[src/rtl/snoop_bus_pkg.sv]
// rtl/snoop_bus_pkg.sv - shared encodings, field slices and FSM states for the snooping bus responder
package snoop_bus_pkg;

  localparam int MSG_W     = 10;
  localparam int TAG_W     = 3;
  localparam int DATA_W    = 3;
  localparam int MEM_DEPTH = 8;

  localparam int BUS_HI  = 9;
  localparam int BUS_LO  = 8;
  localparam int MEM_HI  = 7;
  localparam int MEM_LO  = 6;
  localparam int TAG_HI  = 5;
  localparam int TAG_LO  = 3;
  localparam int DATA_HI = 2;
  localparam int DATA_LO = 0;

  localparam logic [1:0] BUS_NONE    = 2'b00;
  localparam logic [1:0] BUS_RD_MISS = 2'b01;
  localparam logic [1:0] BUS_WR_MISS = 2'b10;
  localparam logic [1:0] BUS_INV     = 2'b11;

  localparam logic [1:0] MEM_NONE = 2'b00;
  localparam logic [1:0] MEM_DATA = 2'b01;
  localparam logic [1:0] MEM_WB   = 2'b10;
  localparam logic [1:0] MEM_RSVD = 2'b11;

  typedef enum logic [1:0] {
    ST_IDLE,
    ST_GRANT,
    ST_SNOOP,
    ST_RESP
  } state_t;

endpackage

[src/rtl/snoop_bus_memory_rr_arbiter.sv]
// rtl/snoop_bus_memory_rr_arbiter.sv - round-robin pick starting one past the last granted requester
module rr_arbiter #(
  parameter int N  = 3,
  parameter int IW = 2
) (
  input  logic [N-1:0]  req,
  input  logic [IW-1:0] last,
  output logic [N-1:0]  gnt,
  output logic [IW-1:0] idx
);

  int pos;

  // Scan from farthest to nearest so the nearest eligible requester wins.
  always_comb begin
    gnt = '0;
    idx = '0;
    pos = 0;
    for (int k = N; k >= 1; k--) begin
      pos = (int'(last) + k) % N;
      if (req[pos]) begin
        gnt      = '0;
        gnt[pos] = 1'b1;
        idx      = IW'(pos);
      end
    end
  end

endmodule

[src/rtl/snoop_bus_memory.sv]
// rtl/snoop_bus_memory.sv - bus arbiter, snoop broadcaster and 8x3 main memory for the MESI CPUs
module snoop_bus_memory
  import snoop_bus_pkg::*;
#(
  parameter int NCPU      = 3,
  parameter int SNOOP_CYC = 4
) (
  input  logic                    clock,
  input  logic                    clear,
  input  logic [NCPU*MSG_W-1:0]   cpu_bus,
  input  logic [NCPU-1:0]         cpu_shared,
  output logic [NCPU-1:0]         grant,
  output logic [MSG_W-1:0]        bus_in,
  output logic                    shared_out,
  output logic                    busy,
  input  logic [TAG_W-1:0]        dbg_addr,
  output logic [DATA_W-1:0]       dbg_data
);

  localparam int IW = (NCPU > 1) ? $clog2(NCPU) : 1;
  localparam int CW = $clog2(SNOOP_CYC + 1);

  state_t             state, state_next;
  logic [IW-1:0]      idx, last, arb_idx;
  logic [NCPU-1:0]    consumed, req, arb_gnt, idx_mask;
  logic [MSG_W-1:0]   msg [NCPU];
  logic [MSG_W-1:0]   cur;
  logic               wb_hit, wb_fire, wb_we;
  logic [DATA_W-1:0]  wb_data, wb_val, resp_data;
  logic [CW-1:0]      cnt;
  logic [DATA_W-1:0]  mem [MEM_DEPTH];

  always_comb begin
    for (int i = 0; i < NCPU; i++) begin
      msg[i] = cpu_bus[i*MSG_W +: MSG_W];
      req[i] = (msg[i][BUS_HI:BUS_LO] != BUS_NONE) && !consumed[i];
    end
  end

  rr_arbiter #(.N(NCPU), .IW(IW)) u_arb (
    .req  (req),
    .last (last),
    .gnt  (arb_gnt),
    .idx  (arb_idx)
  );

  assign idx_mask = NCPU'(1) << idx;

  // Lowest-numbered snooper with a matching write-back supplies the block.
  always_comb begin
    wb_fire = 1'b0;
    wb_val  = '0;
    for (int j = 0; j < NCPU; j++) begin
      if (!wb_fire && j != int'(idx) &&
          msg[j][MEM_HI:MEM_LO] == MEM_WB &&
          msg[j][TAG_HI:TAG_LO] == cur[TAG_HI:TAG_LO]) begin
        wb_fire = 1'b1;
        wb_val  = msg[j][DATA_HI:DATA_LO];
      end
    end
  end

  assign wb_we     = (state == ST_SNOOP) && !wb_hit && wb_fire && !clear;
  assign resp_data = wb_hit ? wb_data : (wb_we ? wb_val : mem[cur[TAG_HI:TAG_LO]]);
  assign dbg_data  = (wb_we && cur[TAG_HI:TAG_LO] == dbg_addr) ? wb_val : mem[dbg_addr];

  assign grant = (state == ST_GRANT) ? idx_mask : '0;
  assign busy  = (state != ST_IDLE);

  always_comb begin
    state_next = state;
    case (state)
      ST_IDLE:  if (|arb_gnt) state_next = ST_GRANT;
      ST_GRANT: state_next = ST_SNOOP;
      ST_SNOOP: if (cnt == CW'(SNOOP_CYC - 1))
                  state_next = (cur[BUS_HI:BUS_LO] == BUS_RD_MISS) ? ST_RESP : ST_IDLE;
      ST_RESP:  if (cnt == CW'(1)) state_next = ST_IDLE;
      default:  state_next = ST_IDLE;
    endcase
  end

  always_ff @(posedge clock) begin
    if (clear) begin
      state      <= ST_IDLE;
      idx        <= '0;
      last       <= IW'(NCPU - 1);
      consumed   <= '0;
      cur        <= '0;
      wb_hit     <= 1'b0;
      wb_data    <= '0;
      cnt        <= '0;
      bus_in     <= '0;
      shared_out <= 1'b0;
    end else begin
      state <= state_next;
      for (int i = 0; i < NCPU; i++)
        if (msg[i][BUS_HI:BUS_LO] == BUS_NONE) consumed[i] <= 1'b0;
      case (state)
        ST_IDLE: begin
          bus_in <= '0;
          if (|arb_gnt) idx <= arb_idx;
        end
        ST_GRANT: begin
          cur           <= msg[idx];
          consumed[idx] <= 1'b1;
          shared_out    <= 1'b0;
          wb_hit        <= 1'b0;
          last          <= idx;
          cnt           <= '0;
          bus_in        <= {msg[idx][BUS_HI:BUS_LO], MEM_NONE, msg[idx][TAG_HI:DATA_LO]};
        end
        ST_SNOOP: begin
          shared_out <= shared_out | (|(cpu_shared & ~idx_mask));
          if (wb_we) begin
            wb_hit  <= 1'b1;
            wb_data <= wb_val;
          end
          cnt <= cnt + CW'(1);
          if (state_next == ST_RESP) begin
            cnt    <= '0;
            bus_in <= {BUS_NONE, MEM_DATA, cur[TAG_HI:TAG_LO], resp_data};
          end else if (state_next == ST_IDLE) begin
            bus_in <= '0;
          end else begin
            bus_in <= {cur[BUS_HI:BUS_LO], MEM_NONE, cur[TAG_HI:DATA_LO]};
          end
        end
        ST_RESP: begin
          cnt <= cnt + CW'(1);
          if (state_next == ST_IDLE) bus_in <= '0;
        end
        default: bus_in <= '0;
      endcase
    end
  end

  // Memory survives clear; it only changes through snooper write-backs.
  always_ff @(posedge clock) begin
    if (wb_we) mem[cur[TAG_HI:TAG_LO]] <= wb_val;
  end

endmodule

[config.mk]
export PLATFORM = sky130hd
export DESIGN_NAME = snoop_bus_memory
export DESIGN_NICKNAME = d
export VERILOG_FILES = /design/src/rtl/snoop_bus_pkg.sv /design/src/rtl/snoop_bus_memory_rr_arbiter.sv /design/src/rtl/snoop_bus_memory.sv
export SDC_FILE = /design/constraint.sdc
export NUM_CORES = 1
export LEC_CHECK = 0
export BUFFER_PORTS_ARGS = -buffer_cell sky130_fd_sc_hd__buf_2
export CORE_MARGIN = 2
export CORE_UTILIZATION = 50
export CTS_BUF_LIST = sky130_fd_sc_hd__clkbuf_4 sky130_fd_sc_hd__clkbuf_8
export CTS_CLUSTER_SIZE = 20
export DETAILED_ROUTE_END_ITERATION = 8
export GPL_ROUTABILITY_DRIVEN = 0
export PLACE_DENSITY = 0.78
export SLEW_MARGIN = 10
export SYNTH_ARGS = -nofsm -noshare
export SYNTH_HDL_FRONTEND = slang
export SYNTH_SLANG_ARGS = --single-unit
[constraint.sdc]
create_clock -name clock -period 3.55 [get_ports clock]
set_input_delay 0.8875 -clock clock [delete_from_list [all_inputs] [get_ports clock]]
set_output_delay 0.8875 -clock clock [all_outputs]
set_load 0.01 [all_outputs]
-- Word level (Yosys, flattened, before mapping)
Memory sizes are Yosys's and may differ from the RTL's. A register that Yosys moved wholly into a read port is not among the register bits.
Index checks and enable logic that the tools add are counted.
- $add $sub $neg: 4
- div/mod/pow operators: 3
- magnitude comparators: 9
- eq/ne operators: 18
- shift operators: 1
- mux-type cells: 61
- bitwise gates (word level): 5
- reductions and logical operators: 43
- operators with widths (operator ; count):
    >= comparator 32 x 1 -> 1 bit (second input constant) ; 3
    < comparator 32 x 4 -> 1 bit (second input constant) ; 3
    modulo 32 x 3 -> 32 bit (second input constant) ; 3
    two-way mux 10 bit ; 5
    two-way mux 3 bit ; 14
    one-hot mux 10 bit (4 select lines) ; 1
    two-way mux 1 bit ; 22
    binary-select mux 10 bit (select 2 bit) ; 1
    logical AND 1 bit ; 19
    two-way mux 2 bit ; 7
    == test 2 bit (second input constant) ; 6
    == test 3 bit ; 4
    nonzero test 2 bit ; 6
    logical NOT 2 bit ; 5
    one-hot mux 3 bit (3 select lines) ; 1
    demux 1 bit (select 2 bit) ; 4
    one-hot mux 2 bit (4 select lines) ; 1
    logical NOT 1 bit ; 7
    adder 2 x 2 -> 3 bit (second input constant) ; 2
    binary-select mux 1 bit (select 2 bit) ; 3
    AND reduction 2 bit ; 3
    OR reduction 3 bit ; 2
    == test 2 x 1 -> 1 bit (second input constant) ; 2
    inequality test 2 bit (first input constant) ; 2
    16 further kinds ; 18
- flip-flop bits (word level): 37
- memory bits (writable): 24
- bits of input ports: 38
- word-level logic and storage cells: 155
- memories: 1
- memory list (name ; words ; width ; rd ports ; clocked after memory_dff ; write ports ; line ; RTL):
    mem ; 8 ; 3 ; 2 ; 1 ; 1 ; snoop_bus_memory.sv:31 ; logic [DATA_W-1:0] mem [MEM_DEPTH];

-- Logic depth before layout (Yosys ltp)
- word-level depth: 20
- gate-level depth with buffers: 10

-- By module
Synthesis repeated with hierarchy kept, for this count alone.
- cell total of the unflattened synthesis: 376
- area, all modules: 3678.5 µm²
- modules (own cells, without submodules) (module ; instances ; cells an instance ; area each (µm²) ; seq. area each (µm²)):
    snoop_bus_memory ; 1 ; 342 ; 3423.3 ; 1461.4
    rr_arbiter ; 1 ; 34 ; 255.2 ; 0.0

-- Least setup slack after synthesis
Ideal clock, no wire load.
- path type: input to output
- start: input cpu_bus[23]
- end: output dbg_data[0]
- arrival: 2676 ps
- data required time: 2663 ps
- setup slack: -13 ps
- cell stages on the path: 6
- cells stage by stage: xor2_1 > nor4b_4 > a22oi_1 > a2111o_1 > nor4_4 > mux2_2
- cells in the longest elaborated chain, start to end: 7
- elaborated cells between the ends (all ways): 8
- ends and longest elaborated chain (item ; line ; RTL):
    start, declared ; snoop_bus_memory.sv:10 ; input logic [NCPU*MSG_W-1:0] cpu_bus,
    == test 3 bit (*) ; snoop_bus_memory.sv:56 ; msg[j][TAG_HI:TAG_LO] == cur[TAG_HI:TAG_LO]) begin
    logical AND 1 bit (*) ; snoop_bus_memory.sv:55 ; msg[j][MEM_HI:MEM_LO] == MEM_WB &&
    two-way mux 1 bit ; snoop_bus_memory.sv:54 ; if (!wb_fire && j != int'(idx) &&
    logical AND 1 bit (2 in a row) ; snoop_bus_memory.sv:63 ; assign wb_we = (state == ST_SNOOP) && !wb_hit && wb_fire && !clear;
    logical AND 1 bit ; snoop_bus_memory.sv:65 ; assign dbg_data = (wb_we && cur[TAG_HI:TAG_LO] == dbg_addr) ? wb_val : mem[dbg_addr];
    two-way mux 3 bit (*) ; snoop_bus_memory.sv:65 ;
    end, declared ; snoop_bus_memory.sv:17 ; output logic [DATA_W-1:0] dbg_data
Every way passes the cells marked *; elsewhere a longest branch is shown, timed or not.

-- Worst setup path in the final report
- start: input cpu_bus[4]
- end: output dbg_data[1]
- cells in the longest elaborated chain, start to end: 17
- elaborated cells between the ends (all ways): 20
- ends and longest elaborated chain (item ; line):
    == test 3 bit (*) ; snoop_bus_memory.sv:56
    logical AND 1 bit (*) ; snoop_bus_memory.sv:55
    two-way mux 1 bit ; snoop_bus_memory.sv:54
    logical NOT 1 bit ; snoop_bus_memory.sv:54
    logical AND 1 bit (2 in a row) ; snoop_bus_memory.sv:54
    logical AND 1 bit ; snoop_bus_memory.sv:55
    two-way mux 1 bit ; snoop_bus_memory.sv:54
    logical NOT 1 bit ; snoop_bus_memory.sv:54
    logical AND 1 bit (2 in a row) ; snoop_bus_memory.sv:54
    logical AND 1 bit ; snoop_bus_memory.sv:55
    two-way mux 1 bit ; snoop_bus_memory.sv:54
    logical AND 1 bit (2 in a row) ; snoop_bus_memory.sv:63
    logical AND 1 bit ; snoop_bus_memory.sv:65
    two-way mux 3 bit (*) ; snoop_bus_memory.sv:65
Marked as above.

==> impl_metrics.env <==
export IMPL_synth_fp_nets=419
export IMPL_wire_per_inst_um=17.3
export IMPL_cts_clk_slew_worst_paths_ns=0.06
export IMPL_required_ns=2.66
export IMPL_grt_setup_unrepaired="yes"
export IMPL_place_area_um2=4150
export IMPL_htree_levels=3
export IMPL_firstDrtPassIters=7
export IMPL_grt_start_max_net_pins=27
export IMPL_setup_violations=3
export IMPL_grt_use_total=0.236
export IMPL_synth_area_leaders="dfxtp_1, edfxtp_1, mux4_2"
export IMPL_wl_um=9470
export IMPL_layout_nets=492
export IMPL_synth_largest_area_cell="dfxtp_1"
export IMPL_n_antenna_cell=0
export IMPL_stdcell_area_um2=4460
export IMPL_syn_mean_instance_area_um2=10.0
export IMPL_worstRegToRegCells=10
export IMPL_grt_use_met3=0.0587
export IMPL_initial_utilization=0.512
export IMPL_area_growth_pct=20.7
export IMPL_drive_gt1_frac=0.306
export IMPL_hold_viol_final=0
export IMPL_critPathCaptureType="output pin"
export IMPL_root_buffer="clkbuf_8"
export IMPL_worst_pin_slew_ns=0.858
export IMPL_io_pins=56
export IMPL_drt_iter0_drc=140
export IMPL_finClkSkew_ns=0.0107
export IMPL_synth_most_common_cell="dfxtp_1"
export IMPL_detail_route_vias_per_cell=5.88
export IMPL_leakage_nw=1.80
export IMPL_arrival_ns=2.78
export IMPL_ys_warnings_count=0
export IMPL_hold_depth=2
export IMPL_maxSlewHeadroom=0.423
export IMPL_grt_pass1_wl_um=15300
export IMPL_synth_async_reset_ratio=0
export IMPL_rows=31
export IMPL_grt_pass1_vias=3196
export IMPL_route_detailed_drc=0
export IMPL_grt_busiest_layer="met2"
export IMPL_synthTopCellsByCount="dfxtp_1, nand2_1, nor2_1, edfxtp_1, mux2i_1"
export IMPL_slew_violations=0
export IMPL_synth_top_area_frac=0.201
export IMPL_dieArea_um2=8090
export IMPL_synth_edf_count=24
export IMPL_violations="setup timing"
export IMPL_antenna_found_initial=0
export IMPL_layout_min_cycle_time_ns=3.67
export IMPL_gr_total_overflow=0
export IMPL_clk_latency_ns=0.35
export IMPL_startpoint_type="primary input"
export IMPL_cp_startpoint="cpu_bus[4]"
export IMPL_clock_sinks=61
export IMPL_cts_hold_fix_buffers=0
export IMPL_synth_ff_type="dfxtp_1"
export IMPL_ant_nets=0
export IMPL_grt_met1_usage=0.281
export IMPL_synth_seq_area_share=0.396
export IMPL_r2r_start="last[0]"
export IMPL_max_cap_viol_count=0
export IMPL_synth_seq_cells=61
export IMPL_worstSetupPathType="in -> out"
export IMPL_die_y_um=89.9
export IMPL_power_density_nw_per_um2=559
export IMPL_r2r_setup_slack_ns=0.64
export IMPL_tritoncts="yes"
export IMPL_cts_max_path_buffers=2
export IMPL_io_buffers=54
export IMPL_cp_max_fo=2
export IMPL_netlist_area_um2=3690
export IMPL_worstReg2RegEnd="cnt[0]"
export IMPL_core_area_um2=7210
export IMPL_post_route_period_util=1.03
export IMPL_endpoint="dbg_data[1]"
export IMPL_numCtsBuffers=9
export IMPL_synth_cell_types=63
export IMPL_max_freq_mhz=273
export IMPL_syn_inst=369
export IMPL_hpwl_um=7030
export IMPL_status="finished with violations"
export IMPL_vias=3210
export IMPL_gr_usage_met2=0.417
export IMPL_peakVddDrop_mv=0.329
export IMPL_setup_ws_ns=-0.116
export IMPL_hold_slack_ns=0.451
export IMPL_finalPower_w=0.00249
export IMPL_die_x_um=89.9
export IMPL_min_path_type="reg -> reg"
-- what timing repair did --
| item | CTS | global route |
|---|---|---|
| setup buffers | 5 | 1 |
| endpoints found under the setup margin | 3 | 3 |
| cloned | 0 | 0 |
| resized for setup | 11 | 3 |
| pin swaps | 3 | 3 |
-- worst min-delay path by stage --
stage / startpoint / to / slack (ns)
2_1_floorplan: cnt[2] / cnt[2] / 0.43
3_3_place_gp: cnt[2] / cnt[2] / 0.44
3_5_place_dp: bus_in[1] / bus_in[1] / 0.44
4_1_cts: bus_in[1] / bus_in[1] / 0.45
5_1_grt: bus_in[1] / bus_in[1] / 0.47
6_report: bus_in[1] / bus_in[1] / 0.45
-- final cells by class --
| cell class | count | area [µm²] |
|---|---|---|
| Clock inverter | 6 | 53.8 |
| Multi-Input combinational cell | 271 | 2110 |
| Tap cell | 99 | 124 |
| Fill cell | 600 | 2760 |
| Clock buffer | 10 | 131 |
| Inverter | 19 | 71.3 |
| Sequential cell | 61 | 1460 |
| Timing Repair Buffer | 80 | 500 |
-- layer usage --
layer / wire [µm] / vias up
met5: 0 / -
met4: 285 / 0
met3: 529 / 31
met2: 4880 / 117
met1: 3780 / 1557
li1: - / 1505
-- worst max-delay path: stages --
cell       delay, ns
buf_8           0.10
xnor2_2         0.12
o2111ai_2       0.13
or2_1           0.26
a2111o_1        0.49
nor4_4          0.18
buf_4           0.18
mux2_4          0.30
buf_6           0.12
-- kinds of logic after synthesis --
logic type | Yosys count | share of synthesized area
AND/OR/NAND/NOR | 117 | 0.169
AO/OA/AOI/OAI | 83 | 0.154
flip-flops | 61 | 0.396
multiplexers | 46 | 0.169
buffers and inverters | 37 | 0.0427
adder cells (fa/ha/maj) | 12 | 0.0407
XOR/XNOR | 12 | 0.0285
other | 1 | 0.00102
-- metrics by stage --
step	setup TNS, ns	std cells	worst slack [ns]	utilization
after floorplan	0	369	0.119	-
after global placement	-0.276	524	-0.0933	0.575
after detailed placement	-0.305	524	-0.107	0.575
after CTS	-0.232	545	-0.105	0.614
after global routing	-0.562	546	-0.193	0.618
final	-0.329	546	-0.116	0.618
-- placed cells by master (no fill, tap or decap), types with 4 or more instances in the layout --
master | synthesis | layout
buf_4 | 3 | 26
o211ai_1 | 4 | 4
edfxtp_1 | 24 | 24
or2_2 | 4 | 4
nor2_1 | 32 | 32
dfxtp_1 | 37 | 37
a211oi_1 | 6 | 6
inv_1 | 18 | 18
a21oi_1 | 12 | 12
mux4_2 | 12 | 12
buf_2 | 0 | 49
a31oi_1 | 5 | 5
buf_6 | 1 | 4
a22oi_1 | 4 | 4
xor2_1 | 8 | 7
ha_1 | 12 | 12
o21ai_0 | 19 | 19
mux2_2 | 9 | 6
nand2_1 | 36 | 36
o21ai_1 | 8 | 8
nand3_1 | 7 | 7
nor3_1 | 10 | 10
clkbuf_8 | 0 | 9
clkinv_2 | 0 | 4
mux2i_1 | 24 | 24
-- where the power goes --
| group | switching [W] | internal, W |
|---|---|---|
| clock | 0.000275 | 0.000325 |
| combinational | 0.000567 | 0.000438 |
| sequential | 0.0000880 | 0.000799 |
| total | 0.000930 | 0.00156 |
-- registers in the layout, summed over array words and instances (netlist names), 2 cells and up, named ones only --
name,count
mem,24
bus_in,9
cur,8
cnt,3
consumed,3
wb_data,3
idx,2
last,2
state,2
Power figures use the tool's default switching activity.
